File: src/rtl/mc_ctrl_pkg.sv
// Shared encodings for the multicycle controller: states, opcodes, mux/ALU codes, control bundle.
// The addi path is enabled by defining MC_IMM_OPS_EN.
package mc_ctrl_pkg;

    localparam int unsigned STATE_W = 4;
    localparam int unsigned OP_W    = 6;

    typedef enum logic [STATE_W-1:0] {
        S_FETCH  = 4'd0,
        S_DECODE = 4'd1,
        S_MEMADR = 4'd2,
        S_MEMRD  = 4'd3,
        S_MEMWB  = 4'd4,
        S_MEMWR  = 4'd5,
        S_EXEC   = 4'd6,
        S_RWB    = 4'd7,
        S_BRANCH = 4'd8,
        S_JUMP   = 4'd9,
        S_ADDIEX = 4'd10,
        S_ADDIWB = 4'd11,
        S_TRAP   = 4'd12
    } state_t;

    localparam logic [OP_W-1:0] OP_RTYPE = 6'b000000;
    localparam logic [OP_W-1:0] OP_LW    = 6'b100011;
    localparam logic [OP_W-1:0] OP_SW    = 6'b101011;
    localparam logic [OP_W-1:0] OP_BEQ   = 6'b000100;
    localparam logic [OP_W-1:0] OP_J     = 6'b000010;
    localparam logic [OP_W-1:0] OP_ADDI  = 6'b001000;

    localparam logic [1:0] ALUOP_ADD   = 2'b00;
    localparam logic [1:0] ALUOP_SUB   = 2'b01;
    localparam logic [1:0] ALUOP_FUNCT = 2'b10;

    localparam logic [1:0] PCSRC_ALU    = 2'b00;
    localparam logic [1:0] PCSRC_ALUOUT = 2'b01;
    localparam logic [1:0] PCSRC_JUMP   = 2'b10;

    localparam logic [1:0] SRCB_REG    = 2'b00;
    localparam logic [1:0] SRCB_FOUR   = 2'b01;
    localparam logic [1:0] SRCB_IMM    = 2'b10;
    localparam logic [1:0] SRCB_IMM_SH = 2'b11;

    typedef struct packed {
        logic       pc_write;
        logic       pc_write_cond;
        logic       i_or_d;
        logic       mem_read;
        logic       mem_write;
        logic       ir_write;
        logic       mem_to_reg;
        logic       alu_src_a;
        logic       reg_write;
        logic       reg_dst;
        logic [1:0] pc_src;
        logic [1:0] alu_op;
        logic [1:0] alu_src_b;
        logic       illegal_op;
    } ctrl_t;

endpackage

File: src/rtl/mc_ctrl_decode.sv
// Next-state and Moore output decode for the multicycle controller.
// Defining MC_IMM_OPS_EN adds the ADDIEX/ADDIWB path; otherwise addi traps.
module mc_ctrl_decode
    import mc_ctrl_pkg::*;
#(
    parameter int unsigned OPW      = 6,
    parameter int unsigned MEM_WAIT = 1
) (
    input  state_t         state,
    input  logic [OPW-1:0] opcode,
    input  logic [OPW-1:0] op_latched,
    input  logic           mem_ready,
    output state_t         next_state,
    output ctrl_t          ctrl
);

    localparam logic [OPW-1:0] C_RTYPE = OPW'(OP_RTYPE);
    localparam logic [OPW-1:0] C_LW    = OPW'(OP_LW);
    localparam logic [OPW-1:0] C_SW    = OPW'(OP_SW);
    localparam logic [OPW-1:0] C_BEQ   = OPW'(OP_BEQ);
    localparam logic [OPW-1:0] C_J     = OPW'(OP_J);
    localparam logic [OPW-1:0] C_ADDI  = OPW'(OP_ADDI);

    // Memory states may only leave once the access completes
    logic mem_go;
    assign mem_go = mem_ready || (MEM_WAIT == 0);

    always_comb begin
        next_state = S_FETCH;
        ctrl       = '0;
        case (state)
            S_FETCH: begin
                ctrl.mem_read  = 1'b1;
                ctrl.ir_write  = 1'b1;
                ctrl.alu_src_b = SRCB_FOUR;
                ctrl.alu_op    = ALUOP_ADD;
                ctrl.pc_src    = PCSRC_ALU;
                ctrl.pc_write  = mem_go;
                next_state     = mem_go ? S_DECODE : S_FETCH;
            end
            S_DECODE: begin
                ctrl.alu_src_b = SRCB_IMM_SH;
                case (opcode)
                    C_LW, C_SW: next_state = S_MEMADR;
                    C_RTYPE:    next_state = S_EXEC;
                    C_BEQ:      next_state = S_BRANCH;
                    C_J:        next_state = S_JUMP;
`ifdef MC_IMM_OPS_EN
                    C_ADDI:     next_state = S_ADDIEX;
`else
                    C_ADDI:     next_state = S_TRAP;
`endif
                    default:    next_state = S_TRAP;
                endcase
            end
            S_MEMADR: begin
                ctrl.alu_src_a = 1'b1;
                ctrl.alu_src_b = SRCB_IMM;
                next_state     = (op_latched == C_SW) ? S_MEMWR : S_MEMRD;
            end
            S_MEMRD: begin
                ctrl.mem_read = 1'b1;
                ctrl.i_or_d   = 1'b1;
                next_state    = mem_go ? S_MEMWB : S_MEMRD;
            end
            S_MEMWB: begin
                ctrl.reg_write  = 1'b1;
                ctrl.mem_to_reg = 1'b1;
            end
            S_MEMWR: begin
                ctrl.mem_write = 1'b1;
                ctrl.i_or_d    = 1'b1;
                next_state     = mem_go ? S_FETCH : S_MEMWR;
            end
            S_EXEC: begin
                ctrl.alu_src_a = 1'b1;
                ctrl.alu_src_b = SRCB_REG;
                ctrl.alu_op    = ALUOP_FUNCT;
                next_state     = S_RWB;
            end
            S_RWB: begin
                ctrl.reg_write = 1'b1;
                ctrl.reg_dst   = 1'b1;
            end
            S_BRANCH: begin
                ctrl.alu_src_a     = 1'b1;
                ctrl.alu_op        = ALUOP_SUB;
                ctrl.pc_write_cond = 1'b1;
                ctrl.pc_src        = PCSRC_ALUOUT;
            end
            S_JUMP: begin
                ctrl.pc_write = 1'b1;
                ctrl.pc_src   = PCSRC_JUMP;
            end
`ifdef MC_IMM_OPS_EN
            S_ADDIEX: begin
                ctrl.alu_src_a = 1'b1;
                ctrl.alu_src_b = SRCB_IMM;
                next_state     = S_ADDIWB;
            end
            S_ADDIWB: begin
                ctrl.reg_write = 1'b1;
            end
`endif
            S_TRAP: begin
                ctrl.illegal_op = 1'b1;
            end
            // Unused encodings behave like TRAP and recover to FETCH
            default: begin
                ctrl.illegal_op = 1'b1;
            end
        endcase
    end

endmodule

File: src/rtl/mc_fsm_controller.sv
// Multicycle datapath controller: state register and opcode latch around mc_ctrl_decode.
// Build with MC_IMM_OPS_EN defined to enable the addi path.
module mc_fsm_controller
    import mc_ctrl_pkg::*;
#(
    parameter int unsigned OPW      = 6,
    parameter int unsigned MEM_WAIT = 1
) (
    input  logic           clk,
    input  logic           reset,
    input  logic [OPW-1:0] opcode,
    input  logic           mem_ready,
    output logic           PCWrite,
    output logic           PCWriteCond,
    output logic           IorD,
    output logic           MemRead,
    output logic           MemWrite,
    output logic           IRWrite,
    output logic           MemtoReg,
    output logic           AluSrcA,
    output logic           RegWrite,
    output logic           RegDst,
    output logic [1:0]     PCSrc,
    output logic [1:0]     AluOp,
    output logic [1:0]     AluSrcB,
    output logic [3:0]     state,
    output logic           illegal_op
);

    state_t         state_q;
    state_t         state_d;
    logic [OPW-1:0] op_q;
    ctrl_t          ctrl;
    ctrl_t          ctrl_out;

    always_ff @(posedge clk or posedge reset) begin
        if (reset) begin
            state_q <= S_FETCH;
            op_q    <= '0;
        end else begin
            state_q <= state_d;
            if (state_q == S_DECODE) begin
                op_q <= opcode;
            end
        end
    end

    mc_ctrl_decode #(
        .OPW      (OPW),
        .MEM_WAIT (MEM_WAIT)
    ) u_decode (
        .state      (state_q),
        .opcode     (opcode),
        .op_latched (op_q),
        .mem_ready  (mem_ready),
        .next_state (state_d),
        .ctrl       (ctrl)
    );

    // Reset silences the datapath immediately, even mid-instruction
    assign ctrl_out = reset ? '0 : ctrl;

    assign PCWrite     = ctrl_out.pc_write;
    assign PCWriteCond = ctrl_out.pc_write_cond;
    assign IorD        = ctrl_out.i_or_d;
    assign MemRead     = ctrl_out.mem_read;
    assign MemWrite    = ctrl_out.mem_write;
    assign IRWrite     = ctrl_out.ir_write;
    assign MemtoReg    = ctrl_out.mem_to_reg;
    assign AluSrcA     = ctrl_out.alu_src_a;
    assign RegWrite    = ctrl_out.reg_write;
    assign RegDst      = ctrl_out.reg_dst;
    assign PCSrc       = ctrl_out.pc_src;
    assign AluOp       = ctrl_out.alu_op;
    assign AluSrcB     = ctrl_out.alu_src_b;
    assign illegal_op  = ctrl_out.illegal_op;
    assign state       = state_q;

endmodule
File: config.mk
export PLATFORM = sky130hd
export DESIGN_NAME = mc_fsm_controller
export DESIGN_NICKNAME = d
export VERILOG_FILES = /design/src/rtl/mc_ctrl_pkg.sv /design/src/rtl/mc_ctrl_decode.sv /design/src/rtl/mc_fsm_controller.sv
export SDC_FILE = /design/constraint.sdc
export NUM_CORES = 1
export LEC_CHECK = 0
export ABC_AREA = 0
export CAP_MARGIN = 20
export CORE_ASPECT_RATIO = 1.1
export CORE_MARGIN = 3
export CORE_UTILIZATION = 45
export CTS_CLUSTER_DIAMETER = 120
export CTS_CLUSTER_SIZE = 30
export DETAILED_ROUTE_END_ITERATION = 10
export PLACE_DENSITY = 0.83
export SKIP_CTS_REPAIR_TIMING = 1
export SLEW_MARGIN = 20
export SYNTH_ARGS = -nofsm -noshare
export SYNTH_HDL_FRONTEND = slang
export SYNTH_SLANG_ARGS = --single-unit
File: constraint.sdc
create_clock -name clk -period 3 [get_ports clk]
set_input_delay 0.3 -clock clk [delete_from_list [all_inputs] [get_ports clk]]
set_output_delay 0.3 -clock clk [all_outputs]
set_load 0.05 [all_outputs]
==> results.txt <==
By area the synthesized netlist is led by dfrtp_1 34%, mux2_4 12%, nor2_1 3.6%, nor3_1 3.4%, nor4_1 3.4%. STA puts the critical path data required time at 2700 ps. The relative contribution of the clock network to total power came out at 0.087.

The net switching share of the total power came out at 0.502. The congestion estimate from routability-driven global placement came to 0.850. Largest delay contributor family on the critical path: buffers and inverters. Summed over all nets, the switching power comes to 0.516 mW. During placement, the flow inserted port buffers numbering 29.

In this run, synthesis inferred 0 flip-flops with an integrated enable. For the total cell area at the placement stage, the log shows 1030 um^2. The number of distinct library cell variants in the gate-level netlist after synthesis was 36; the routed wirelength normalized by instance count was 13.9 um.

Global routing finished with a remaining overflow of 0. The final-report hold violation count is 0, and the detailed-router iteration count before antenna repair is 4. The cell-internal power is 0.512 mW, and the total die area is 2130 um^2. Including well taps, the total number of placed cells is 118. For the pin with the worst max-slew slack, the measured transition is 521 ps. The run gives 10 as the TritonCTS sink count.

The initialized floorplan defines 14 standard-cell rows. TritonCTS created 3 clock buffers. The share of Yosys cell area claimed by the top area cell type is 0.344. The worst-case IR drop observed on VDD is 0.635 mV.

The detailed router finished its first iteration with 14 violations. The H-tree depth is 1. The proportion of layout cells with a drive suffix above 1 was 0.181.

The signal on the critical path passes through nor2_1, nand2_1, nor3b_1, clkdlybuf4s50_1. The tools report the maximum clock frequency as 389 MHz. The largest single stage delay on the critical path is 860 ps. The final core utilization is 0.731, and the vertical extent of the die is 48.2 um.

The logs give 0.628 for the combinational power share and 0 for the final setup violation count. The total of max-cap violations is 0. The tools report the starting density of the core as 0.506. The tools report the least setup slack across all paths after layout as 430 ps.

For the finished layout cell area, the log shows 1050 um^2. The flow ran to the end, and the final reports show no timing, DRC or antenna violations. The logs give 0 for the number of remaining DRC errors and 0.180 for the total track usage. Pin placement for this block handled 30 I/O pins.

The synthesized design contains 10 register bits. For this design the ratio of total power to cell area is 980 nW/um^2. Dividing the synthesized area by the synthesized cell count gives 9.44 um^2. The ratio of final minimum period to clock period was 0.857. For the count of pins over their slew limit, the log shows 0. In this run the static leakage power is 0.418 nW. Counting every net in the synthesized netlist gives 86.

The sequential share of the synthesized area is 0.344. The share of flip-flops with an asynchronous set or reset after synthesis is 1.00, and the total via count in the routed design is 705. The number of antenna diodes in the final layout is 0.

For the clock skew, the log shows 3.51 ps. Using the TritonRoute via totals, the vias-per-cell ratio works out to 5.83. The initial antenna violation count came out at 0.

The slowest stage of the critical path is the clkdlybuf4s50_1 cell. Top flip-flop cell by instance count after synthesis: dfrtp_1. The layout has 117 filler cells.

Wires add up to 1680 um. At the end of the flow, the number of nets in the layout was 116. The first global-routing pass estimated 2830 um of wire. The synthesized design spends more area on one cell type than any other, namely dfrtp_1. The worst setup path is of the reg -> out kind. The path class of the tightest hold or removal check is in -> async. The placeable core area is 1440 um^2.

The cell sitting at the root of the clock tree is a clkbuf_4. For the finished layout, the period the worst path requires is 2570 ps. The count of buffering cells on the critical path with inverters included is 1.

The commonest cells after synthesis are 10 x dfrtp_1, 7 x nor2_1, 6 x mux2_4. The finished layout holds 121 standard cells, fillers aside. From synthesis to final layout, the design area changed by 44.4%. The clock latency reported for the late side of the worst-skew pair was 270 ps.

Critical path endpoint category: an output port. The run gives 1.03 mW as the total power after layout. For the buffer depth of the longest clock path, the log shows 2. The horizontal die dimension was 44.3 um; the worst-case headroom to the max-slew limit was 0.652. For the number of global-route vias before repair, the log shows 651. On the final layout, the worst hold slack is 493 ps.

In this run the remaining antenna-violating nets after routing total 0. Setup total negative slack on the finished layout was measured at 0 ps. STA classifies the critical path startpoint as a flip-flop. The wire-length estimate of the detail-placed layout is 1320 um.

The count of synthesis-stage warnings from yosys was 0; the post-synth design cell area was 727 um^2. Entering global routing, the biggest net connects 18 pins. The most frequent cell after synthesis is dfrtp_1. TritonCTS built the clock tree.

Setup repair after global routing left no endpoint under its margin. The largest fanout on the critical path was 12; the data arrival time of the critical path was 2270 ps. The share of total power in sequential cells was 0.284; the clock-pin transition on the worst setup and hold timing paths was 60 ps. The tools report the synthesized netlist cell count as 77.

At the placement stage, the worst setup path has a slack of 463 ps.
## logic make-up after synthesis
logic type,after synthesis,share of synthesized area
AOI/OAI and AO/OA,13,0.114
xor gates and xnor gates,2,0.0241
buffers and inverters,7,0.0447
DFF,10,0.344
muxes,7,0.139
and+or+nand+nor,38,0.334
## sequential cells by signal, summed over array words and instances, names as in the netlist
name,count
op_q,6
state,4
## power groups by stage
stage | clock, mW | combinational (mW) | sequential, mW
after global placement | 0 | 0.642 | 0.291
after floorplan | 0 | 0.460 | 0.300
after global routing | 0.102 | 0.685 | 0.303
after CTS | 0.0927 | 0.649 | 0.292
final | 0.0899 | 0.646 | 0.292
after detailed placement | 0 | 0.647 | 0.294
## final timing paths
kind,start,endpoint,slack [ps],depth (start not counted)
max,state[3]$_DFF_PP0_,AluOp[1],430,4
min,reset,op_q[4]$_DFFE_PP0P_,490,3
max reg2reg,state[1]$_DFF_PP0_,op_q[2]$_DFFE_PP0P_,1290,3
min reg2reg,op_q[5]$_DFFE_PP0P_,op_q[5]$_DFFE_PP0P_,510,1
max in group asynchronous,reset,state[0]$_DFF_PP0_,2360,3
min in group clk,op_q[5]$_DFFE_PP0P_,op_q[5]$_DFFE_PP0P_,510,1
## placed cells by master (no fill, tap or decap), drive strengths merged, types with 2 or more instances in the layout
master	n
mux2	7
dfrtp	10
nor2b	2
buf	3
nand2	4
o21ai	3
nor3	7
clkbuf	3
a21oi	4
nor4	4
nand2b	4
or3	2
clkdlybuf4s50	28
nor3b	2
nor2	7
## tightest hold or removal path, cell delays in order
cell and delay [ps]:
clkdlybuf4s50_1 500, inv_1 110, buf_4 190
## layout make-up
class,count,area [um^2],share of cell area
Multi-Input combinational cell,60,450,0.429
Timing Repair Buffer,31,303,0.288
Sequential cell,10,250,0.238
Clock buffer,3,22.5,0.0215
Tap cell,16,20.0,0.0191
Inverter,1,3.75,0.00358
## routing by layer
metal  vias up  GRT usage  routed length (um)
li1        344          -                   -
met1       326      0.212                 689
met2        32      0.320                 826
met3         3     0.0221                 132
met4         0      0.108                  30
met5         -          0                   0
Power figures use the tool's default switching activity.
